$ cat config.mk
export PLATFORM = sky130hd
export DESIGN_NAME = alu_mc
export DESIGN_NICKNAME = d
export VERILOG_FILES = /design/src/rtl/alu_mc.sv
export SDC_FILE = /design/constraint.sdc
export NUM_CORES = 1
export LEC_CHECK = 0
export CELL_PAD_IN_SITES_DETAIL_PLACEMENT = 1
export CELL_PAD_IN_SITES_GLOBAL_PLACEMENT = 2
export CORE_ASPECT_RATIO = 1.1
export CORE_MARGIN = 2
export CORE_UTILIZATION = 33
export DETAILED_ROUTE_END_ITERATION = 12
export MAX_ROUTING_LAYER = met4
export PLACE_DENSITY_LB_ADDON = 0.1
export SYNTH_ARGS = -nofsm -noshare
export SYNTH_HDL_FRONTEND = slang
export SYNTH_SLANG_ARGS = --single-unit
export TNS_END_PERCENT = 20
$ cat constraint.sdc
create_clock -name clk -period 3.35 [get_ports clk]
set_input_delay 0.67 -clock clk [delete_from_list [all_inputs] [get_ports clk]]
set_output_delay 0.67 -clock clk [all_outputs]
set_load 0.05 [all_outputs]
$ cat src/rtl/alu_mc.sv
// Registered multi-cycle ALU: single-cycle logic/arith ops, iterative shifts,
// shift-add multiply, Z/C/N/V flags and a start/busy/done handshake.
module alu_mc #(
  parameter int unsigned W    = 8,
  parameter int unsigned BUSW = 16
) (
  input  logic            clk,
  input  logic            rst,
  input  logic            start,
  input  logic [6:0]      alus,
  input  logic [W-1:0]    ac,
  input  logic [BUSW-1:0] bus,
  output logic [W-1:0]    dout,
  output logic [W-1:0]    dout_hi,
  output logic [3:0]      flags,
  output logic            busy,
  output logic            done,
  output logic            err
);

  localparam int unsigned CW = (W > 2) ? $clog2(W) : 1;

  localparam logic [6:0] OP_ADD = 7'd1;
  localparam logic [6:0] OP_SUB = 7'd2;
  localparam logic [6:0] OP_AND = 7'd3;
  localparam logic [6:0] OP_OR  = 7'd4;
  localparam logic [6:0] OP_XOR = 7'd5;
  localparam logic [6:0] OP_INC = 7'd6;
  localparam logic [6:0] OP_CLR = 7'd7;
  localparam logic [6:0] OP_NOT = 7'd8;
  localparam logic [6:0] OP_PAS = 7'd9;
  localparam logic [6:0] OP_SHL = 7'd10;
  localparam logic [6:0] OP_SHR = 7'd11;
  localparam logic [6:0] OP_ASR = 7'd12;
  localparam logic [6:0] OP_MUL = 7'd13;

  typedef enum logic [1:0] {S_IDLE, S_EXEC, S_DONE} state_t;

  state_t        r_state;
  logic [6:0]    r_op;
  logic [W-1:0]  r_a;
  logic [W-1:0]  r_b;
  logic [W-1:0]  r_hi;
  logic          r_c;
  logic [CW-1:0] r_cnt;

  logic [CW-1:0]  w_n_in;
  logic [W:0]     w_sum;
  logic [2*W-1:0] w_prod;
  logic [W-1:0]   w_sh_a;
  logic           w_sh_c;
  logic [W-1:0]   w_lo;
  logic [W-1:0]   w_hi;
  logic           w_fc;
  logic           w_fv;
  logic           w_fz;
  logic           w_fn;
  logic           w_illegal;
  logic           w_unused;

  assign w_unused  = ^bus;
  assign w_n_in    = CW'(bus[W-1:0] % W);
  assign w_illegal = (r_op == 7'd0) || (r_op > OP_MUL);

  // One multiplier bit per step: add A into the high half, shift product right.
  assign w_sum  = {1'b0, r_hi} + (r_b[0] ? {1'b0, r_a} : (W+1)'(0));
  assign w_prod = {w_sum, r_b[W-1:1]};

  // One-bit shift step; carry captures the bit leaving the register.
  always_comb begin
    w_sh_a = r_a;
    w_sh_c = r_c;
    case (r_op)
      OP_SHL: begin w_sh_a = {r_a[W-2:0], 1'b0};    w_sh_c = r_a[W-1]; end
      OP_SHR: begin w_sh_a = {1'b0, r_a[W-1:1]};    w_sh_c = r_a[0];   end
      OP_ASR: begin w_sh_a = {r_a[W-1], r_a[W-1:1]}; w_sh_c = r_a[0];  end
      default: ;
    endcase
  end

  // Result and flags presented on the final EXEC cycle.
  always_comb begin
    w_lo = '0;
    w_hi = '0;
    w_fc = 1'b0;
    w_fv = 1'b0;
    case (r_op)
      OP_ADD: begin
        {w_fc, w_lo} = {1'b0, r_a} + {1'b0, r_b};
        w_fv = (r_a[W-1] == r_b[W-1]) && (w_lo[W-1] != r_a[W-1]);
      end
      OP_SUB: begin
        w_lo = r_a - r_b;
        w_fc = r_a < r_b;
        w_fv = (r_a[W-1] != r_b[W-1]) && (w_lo[W-1] != r_a[W-1]);
      end
      OP_AND: w_lo = r_a & r_b;
      OP_OR:  w_lo = r_a | r_b;
      OP_XOR: w_lo = r_a ^ r_b;
      OP_INC: {w_fc, w_lo} = {1'b0, r_a} + (W+1)'(1);
      OP_CLR: w_lo = '0;
      OP_NOT: w_lo = ~r_a;
      OP_PAS: w_lo = r_b;
      OP_SHL, OP_SHR, OP_ASR: begin
        w_lo = r_a;
        w_fc = r_c;
      end
      OP_MUL: begin
        {w_hi, w_lo} = w_prod;
        w_fc = |w_prod[2*W-1:W];
      end
      default: ;
    endcase
    w_fz = (w_lo == '0) && (w_hi == '0);
    w_fn = (r_op == OP_MUL) ? w_hi[W-1] : w_lo[W-1];
  end

  always_ff @(posedge clk) begin
    if (rst) begin
      r_state <= S_IDLE;
      r_op    <= '0;
      r_a     <= '0;
      r_b     <= '0;
      r_hi    <= '0;
      r_c     <= 1'b0;
      r_cnt   <= '0;
      dout    <= '0;
      dout_hi <= '0;
      flags   <= '0;
      busy    <= 1'b0;
      done    <= 1'b0;
      err     <= 1'b0;
    end else begin
      done <= 1'b0;
      err  <= 1'b0;
      case (r_state)
        S_IDLE: begin
          if (start) begin
            r_op  <= alus;
            r_a   <= ac;
            r_b   <= bus[W-1:0];
            r_hi  <= '0;
            r_c   <= 1'b0;
            // Extra EXEC cycles beyond the first: n for shifts, W-1 for MUL.
            if (alus == OP_MUL)
              r_cnt <= CW'(W - 1);
            else if (alus == OP_SHL || alus == OP_SHR || alus == OP_ASR)
              r_cnt <= w_n_in;
            else
              r_cnt <= '0;
            busy    <= 1'b1;
            r_state <= S_EXEC;
          end
        end
        S_EXEC: begin
          if (r_cnt == '0) begin
            dout    <= w_lo;
            dout_hi <= w_hi;
            if (w_illegal)
              err <= 1'b1;
            else
              flags <= {w_fz, w_fc, w_fn, w_fv};
            busy    <= 1'b0;
            done    <= 1'b1;
            r_state <= S_DONE;
          end else begin
            r_cnt <= r_cnt - CW'(1);
            if (r_op == OP_MUL)
              {r_hi, r_b} <= w_prod;
            else begin
              r_a <= w_sh_a;
              r_c <= w_sh_c;
            end
          end
        end
        S_DONE:  r_state <= S_IDLE;
        default: r_state <= S_IDLE;
      endcase
    end
  end

endmodule

* Yosys cells after proc, flatten, opt, wreduce, memory -nomap -nowiden
Index checks and enable logic that the tools add are counted.
** Word-level totals
- Register bits after elaboration :: 60
** Operators by class
- Add/subtract/negate cells :: 5
- $lt $le $gt $ge :: 2
- Eq/ne operators :: 30
- Mux-type cells :: 37
- Bitwise gates (word level) :: 7
- Reduce and logical (&&, ||, !) cells :: 27
** Operators with widths (number)
- $mux W8 :: 11
- $pmux W8 S10 :: 1
- $eq A7 B4 Y1 const B :: 10
- $pmux W8 S2 :: 3
- $pmux W8 S3 :: 1
- $eq A7 B3 Y1 const B :: 3
- $add A8 B8 Y9 :: 2
- $logic_not A8 Y1 :: 2
- $eq A7 B2 Y1 const B :: 2
- $mux W3 :: 4
- $ne A2 B2 Y1 const B :: 6
- $reduce_and A5 Y1 :: 2
- $add A8 B1 Y9 const B :: 1
- $reduce_and A3 Y1 :: 3
- $and A8 B8 Y8 :: 1
- $lt A8 B8 Y1 :: 1
- $mux W1 :: 8
- $not A8 Y8 :: 1
- $or A8 B8 Y8 :: 1
- $pmux W1 S2 :: 4
- $reduce_or A8 Y1 :: 1
- $sub A8 B8 Y8 :: 1
- $xor A8 B8 Y8 :: 1
- $eq A7 B1 Y1 const B :: 1
- other kinds (24) :: 37

* Depth between registers and ports, before layout
Gate-level depths: netlist of run 1.
- Depth in word-level cells :: 7
- Depth in mapped cells :: 11

* Least setup slack after synthesis of run 1
OpenSTA, ideal clock, no wires.
- Path type :: register to register
- Start point :: reg r_a[1]
- End point :: reg flags[3]
- Setup time :: 0.084 ns
- Data arrival time :: 2.562 ns
- Required time :: 3.266 ns
- Setup slack :: 0.704 ns
- Stages on the path, launching flop included :: 11
- Buffers on the path :: 0
- Cells stage by stage :: dfxtp_1 > inv_1 > nor2_1 > ha_1 > a21oi_1 > o2111ai_1 > xor2_1 > or4_1 > nor4_2 > o211ai_1 > o31ai_2
** Between the ends
- Longest elaborated chain between the ends :: 5
** RTL lines
- start, declared :: line 41 : logic [W-1:0] r_a;
- start signal, assigned :: line 171 : r_a <= w_sh_a;
- branches (longest 4 deep; another with $add A8 B1 Y9)
- $logic_and A1 B1 Y1 (*) :: line 114 : w_fz = (w_lo == '0) && (w_hi == '0);
- end signal, assigned :: line 162 : flags <= {w_fz, w_fc, w_fn, w_fv};
- end, declared :: line 15 : output logic [3:0] flags,
Every way passes the cells marked *.
A chain may end at the register's enable or synchronous reset.

* Worst setup path in the final report of run 1
- Start point :: reg r_b[0]
- End point :: reg flags[3]
** Between the ends
- Longest elaborated chain between the ends :: 5
** RTL lines
- start, declared :: line 42 : logic [W-1:0] r_b;
- start signal, assigned :: line 141 : r_b <= bus[W-1:0];
- start signal, assigned :: line 169 : {r_hi, r_b} <= w_prod;
- $mux W8 :: line 66 : assign w_sum = {1'b0, r_hi} + (r_b[0] ? {1'b0, r_a} : (W+1)'(0));
- $add A8 B8 Y9 :: line 66
- $pmux W8 S10 / $mux W8 (equally long branches) :: line 87 : case (r_op)
- $logic_not A8 Y1 :: line 114
- $logic_and A1 B1 Y1 (*) :: line 114
Every way passes the cells marked *; elsewhere a longest branch is shown, timed or not.

==> run metrics, run 1 <==
run status=finished clean; Die Area=14700 µm²; maximum vdd drop=431 µV; asr flop ratio synth=0%; Period minus WS final=3.14 ns; Seq/Total Area, Yosys=26.4%; Total Wirelength=17.0 mm; post-placement cell area=5350 µm²; met2 wire length=8.42 mm; most common cell in the netlist=nor2_1; Critical Path End Type=register; Root Driver=clkbuf_16; Comb power frac=36.5%; CTS Hold Bufs=0; Post-DRT Antenna Nets=0; Initial DRC Count=169; Cell Pwr Density=504 nW/µm²; wire length on met3=602 µm; IO Count=57; DRC=0; CTS tree=built; clk slew on worst S/H paths=0.06 ns; Die H=127 µm; All-Layer GR Usage=25.0%; chip width=116 µm; Post-synth top cells=nor2_1 (93), dfxtp_1 (60), a21oi_1 (40), nand2_1 (39), ha_1 (38); crit-path max FO=7; Slew @ Worst Pin=0.831 ns; Seq pwr share=29.7%; syn avg cell area=7.83 µm²; share of cells above drive strength 1=10.6%; nets@finish=710; largest net degree at the start of global routing=40; Post-CTS Setup Inserts=0; setup TNS=0 ns; Clock power frac=33.8%; CTS Buf Count=9; leakage power=0.00215 µW; count of cell types in the netlist=75; Hold Vio Cnt, Final=0; RSZ-0062 raised after global routing=no; number of synthesized flops with an enable pin=0; worst hold margin=0.455 ns; Req. time, crit path=3.61 ns; R2R Path Start=r_b[0]$_SDFFE_PP0P_; Mapped Area=4550 µm²; Min-Delay Path Class=register to register; Reg2Reg Depth=11; Clock Latency Late Sink=0.34 ns; Net Switching=1070 µW; Place WS=0.210 ns; Final Max Slew Viols=0; I/O Buffers=48; Arr. time, crit path=3.40 ns; Fmax achieved=0.318 GHz; total gr overflow=0; # diodes=0; setup violators final=0; Final WS setup=0.208 ns; CP Class=register to register; routability cong.=0.918; # clock sinks=60; Highest Signal Layer=met4; global-route wire length before repair=27.2 mm; vias in the first global route=4935; worst min-delay path startpoint=flags[1]$_SDFFE_PP0P_; via count=4651; row cnt=45; Worst R2R End=flags[3]$_SDFFE_PP0P_; Area contributors post-synth=dfxtp_1 (26%), ha_1 (10%), nor2_1 (7.7%), a21oi_1 (4.4%), mux2i_1 (3.7%); Mapped Cells=581; synth-to-layout area growth=24.3%; r2r setup slk=0.21 ns; area leader, netlist=dfxtp_1; final instance area=5660 µm²; drt wl/cell=20.5 µm; H-tree depth=3; CP Launch Type=register; Clock Path Buffers=2; Setup crit end=flags[3]$_SDFFE_PP0P_; wl on met1=7.49 mm; Synth top area share=26.4%; Final period util=93.8%; HPWL Detailed=13.2 mm; Max Cap Violations=0; overall power=2850 µW; Top FF cell, synth=dfxtp_1; Ys Warns=0; flop and latch count out of synthesis=60; drt first pass iters=4; Mapped Nets=656; Net Sw Frac=37.5%; filler cell count=1668; vias per std cell=5.62; slew margin rel.=44.5%; Critical Path Start=r_b[0]$_SDFFE_PP0P_; skew final=0.00747 ns; initial antenna violation count=0; internal power=1780 µW; post-CTS sizing=0; Initial Util=33.4%; Core ar.=13600 µm²
## worst min path at each step
stage	endpoint	cells past startpoint	slack, ns
CTS	flags[1]$_SDFFE_PP0P_	2	0.46
floorplan	r_c$_SDFFE_PP0P_	2	0.46
detailed placement	flags[1]$_SDFFE_PP0P_	2	0.45
global placement	dout_hi[1]$_SDFFE_PP0P_	2	0.44
finish	flags[1]$_SDFFE_PP0P_	2	0.46
global route	flags[1]$_SDFFE_PP0P_	2	0.48
## logic make-up (layout without fill, tap and decap cells)
| logic type | count (synthesis) | after routing | share of synthesized area (%) |
|---|---|---|---|
| DFF | 60 | 60 | 26.4 |
| muxes | 19 | 19 | 4.48 |
| adders and majority gates | 41 | 41 | 11.8 |
| and+or+nand+nor | 221 | 221 | 23.3 |
| AOI/OAI and AO/OA | 163 | 163 | 26.2 |
| buffers and inverters | 66 | 125 | 5.80 |
| xor gates and xnor gates | 11 | 11 | 2.12 |
## layout make-up
| cell class | count | area, µm² | area share, % |
|---|---|---|---|
| Clock buffer | 11 | 253 | 4.47 |
| Multi-Input combinational cell | 455 | 3090 | 54.5 |
| Sequential cell | 60 | 1200 | 21.2 |
| Clock inverter | 5 | 58.8 | 1.04 |
| Timing Repair Buffer | 80 | 716 | 12.6 |
| Tap cell | 188 | 235 | 4.16 |
| Inverter | 29 | 109 | 1.92 |
## state kept, by name, summed over array words and instances (netlist names), 2 cells and up
| signal | cells |
|---|---|
| r_a | 8 |
| r_hi | 8 |
| r_cnt | 3 |
| dout | 8 |
| flags | 4 |
| r_op | 7 |
| r_state | 2 |
| r_b | 8 |
| dout_hi | 8 |
## through the flow
step / util, % / std cells
finish: 41.5 / 828
global route: 41.5 / 828
CTS: 41.5 / 828
detailed placement: 39.2 / 812
global placement: 39.2 / 812
floorplan: - / 581
## critical path: stages (launching register included)
cell       delay, ns
dfxtp_1         0.39
clkinv_1        0.22
buf_4           0.21
nor2_1          0.18
ha_1            0.31
nand3_1         0.11
o2111ai_1       0.16
xor2_1          0.19
or4_1           0.58
nor4_2          0.37
o211ai_1        0.16
o31ai_2         0.18
## power groups by stage
stage | Combinational [µW] | Sequential (µW) | Clock, µW
3_5_place_dp | 1040 | 862 | 0
3_3_place_gp | 1020 | 858 | 0
4_1_cts | 1040 | 847 | 988
2_1_floorplan | 625 | 894 | 0
5_1_grt | 1150 | 857 | 1020
6_report | 1040 | 846 | 966
## per-layer routing
| layer | GRT usage, % | vias to the layer above |
|---|---|---|
| met5 | - | - |
| met4 | 8.96 | 0 |
| met3 | 4.79 | 26 |
| met2 | 40.6 | 83 |
| met1 | 30.9 | 2310 |
| li1 | - | 2232 |
## placed cells by master (no fill, tap or decap), drive strengths merged, types with 5 or more instances in the layout
master,Yosys,final
nor4,6,6
a21oi,40,40
nand3,13,13
a211oi,17,17
o22ai,10,10
a221oi,7,7
mux2i,17,17
nor3b,6,6
nor2b,8,8
a22oi,18,18
nand2,39,39
nor2,94,94
xnor2,6,6
ha,38,38
nand2b,7,7
dfxtp,60,60
inv,28,29
a311oi,10,10
clkdlybuf4s50,0,47
o21ai,14,14
xor2,5,5
nor3,23,23
buf,15,33
clkbuf,22,11
No activity file was read; power rests on OpenSTA's default activity.
==> inputs of run 2 (changes only) <==
- GPL_ROUTABILITY_DRIVEN: unset -> 0
==> run 2 against run 1 <==
  * Clock skew down 0.0024 ns
  * Register-to-register slack improved by 0.06 ns
  * Worst setup slack improved by 0.059 ns
  * Sequential cell count stayed put
  * Routed wire length fell by 1.2%
  * Highest routed layer unchanged
  * Hold slack got worse by 0.0013 ns
  * Global-route usage fell by 0.68 points
  * Combinational power about the same
  * Core utilization fell by 0.12 points
  * Cell count down 0.12%
==> run metrics, run 2 (same netlist as run 1, synthesis figures left out) <==
run status=finished clean; drt wl/cell=20.3 µm (-1.1%); Final Max Slew Viols=0 (unchanged); global-route wire length before repair=26.5 mm (-2.6%); Critical Path End Type=register; Initial DRC Count=213 (+26%); synth-to-layout area growth=24.0%; CTS tree=built; Place WS=0.167 ns (-0.0434 ns); Die Area=14700 µm² (unchanged); nets@finish=709 (-0.14%); Clock Latency Late Sink=0.34 ns (about the same); Critical Path Start=r_b[0]$_SDFFE_PP0P_; IO Count=57 (unchanged); skew final=0.00511 ns (-0.00236 ns); filler cell count=1655 (-0.78%); CP Cell Sequence=clkinv_1, nor2_1, ha_1, a21oi_1, o2111ai_1, xor2_1, or4_1, nor4_4, o211ai_1, o31ai_2; # diodes=0 (unchanged); RSZ-0062 raised after global routing=no; Die H=127 µm (unchanged); Max Cap Violations=0 (unchanged); Fmax achieved=0.324 GHz (+1.9%); setup TNS=0 ns (unchanged); Root Driver=clkbuf_16; Initial Util=33.4% (unchanged); slew margin rel.=44.5% (about the same); worst min-delay path startpoint=flags[1]$_SDFFE_PP0P_; leakage power=0.00214 µW (-0.50%); Final period util=92.1% (-1.8 points); # clock sinks=60 (unchanged); CP max-delay cell=or4_1; DRC=0 (unchanged); HPWL Detailed=12.9 mm (-2.5%); All-Layer GR Usage=24.3% (-0.68 points); Cell Pwr Density=499 nW/µm² (-0.99%); most frequent cells in the layout=nor2_1 (93), dfxtp_1 (60), clkdlybuf4s50_1 (47); R2R Path Start=r_b[0]$_SDFFE_PP0P_; H-tree depth=3 (unchanged); chip width=116 µm (unchanged); Core ar.=13600 µm² (unchanged); setup violators final=0 (unchanged); Total Wirelength=16.8 mm (-1.2%); Period minus WS final=3.08 ns (-0.0588 ns); maximum vdd drop=307 µV (-29%); vias in the first global route=4756 (-3.6%); Slew @ Worst Pin=0.830 ns (-0.000284 ns); Post-CTS Setup Inserts=0 (unchanged); Req. time, crit path=3.61 ns (about the same); Final WS setup=0.266 ns (+0.0588 ns); Post-DRT Antenna Nets=0 (unchanged); drt first pass iters=4 (unchanged); crit-path max FO=6 (-1); initial antenna violation count=0 (unchanged); CTS Buf Count=9 (unchanged); Min-Delay Path Class=register to register; largest stage delay on the critical path=0.60 ns (+0.02 ns); vias per std cell=5.56 (-1.0%); Arr. time, crit path=3.34 ns (-0.06 ns); share of cells above drive strength 1=10.3% (-0.30 points); clk slew on worst S/H paths=0.06 ns (about the same); Clock Path Buffers=2 (unchanged); I/O Buffers=48 (unchanged); via count=4597 (-1.2%); CP Class=register to register; most common cell after layout, fill and taps aside=nor2_1; Hold Vio Cnt, Final=0 (unchanged); CP Launch Type=register; total gr overflow=0 (unchanged); largest net degree at the start of global routing=39 (-2.5%); row cnt=45 (unchanged)
==> run 2: changes by cell type in the layout (fill, tap and decap cells not counted) <==
cell | before | now
buf_4 | 32 | 31
clkbuf_1 | 0 | 1
clkbuf_8 | 2 | 0
clkinv_2 | 1 | 2
clkinv_4 | 0 | 2
clkinvlp_4 | 2 | 1
inv_6 | 1 | 0
nor4_2 | 2 | 1
nor4_4 | 0 | 1
==> run 2: final timing paths <==
path | end | slack [ns] | cells past startpoint
worst max-delay path | flags[3]$_SDFFE_PP0P_ | 0.27 | 10
worst min-delay path | flags[1]$_SDFFE_PP0P_ | 0.45 | 2
worst max register to register | flags[3]$_SDFFE_PP0P_ | 0.27 | 10
worst min register to register | flags[1]$_SDFFE_PP0P_ | 0.45 | 2
==> run 2: layer usage <==
metal,up-vias,share of wire (%),GRT usage [%]
li1,2226,-,-
met1,2244,46,31.0
met2,94,48,38.7
met3,33,2.8,3.37
met4,0,3.3,9.87
met5,-,0,-
==> run 2: layout make-up <==
class                   instances  area (µm²)  area share, %
inverters                      29         109           1.93
clock inverters                 6        65.1           1.15
flip-flops and latches         60        1200           21.3
repair buffers                 79         708           12.6
well taps                     188         235           4.17
multi-input cells             455        3090           54.8
clock buffers                  10         229           4.06
==> run 2: per-stage QoR <==
stage | instances | hold WS (ns) | area [µm²] | power [µW] | utilization [%]
finish | 827 | 0.454 | 5640 | 2820 | 41.4
global route | 827 | 0.488 | 5640 | 2980 | 41.4
CTS | 827 | 0.455 | 5630 | 2830 | 41.3
detailed placement | 811 | 0.447 | 5340 | 1900 | 39.2
global placement | 811 | 0.443 | 5340 | 1870 | 39.2
floorplan | 581 | 0.457 | 4550 | 1520 | -
==> run 2: timing repair <==
action	4_1_cts	5_1_grt
endpoints found under the setup margin	0	1
gates resized for setup	0	1
hold buffers	0	0
hold endpoints to repair	0	0
==> run 2: worst max-delay path, delay by kind of cell (launching register included) <==
kind	cells	cell delay [ns]
adder cells (fa/ha/maj)	1	0.27
flip-flops	1	0.39
AND/OR/NAND/NOR	3	1.15
AO/OA/AOI/OAI	4	0.77
XOR/XNOR	1	0.19
buffers and inverters	1	0.23
==> run 2: where the power goes <==
group	total [µW]	internal, µW	leakage (µW)	switching (µW)
combinational	1050	395	0.00151	653
clock	929	575	0.000142	354
sequential	840	773	0.000490	66.7
total	2820	1740	0.00214	1070
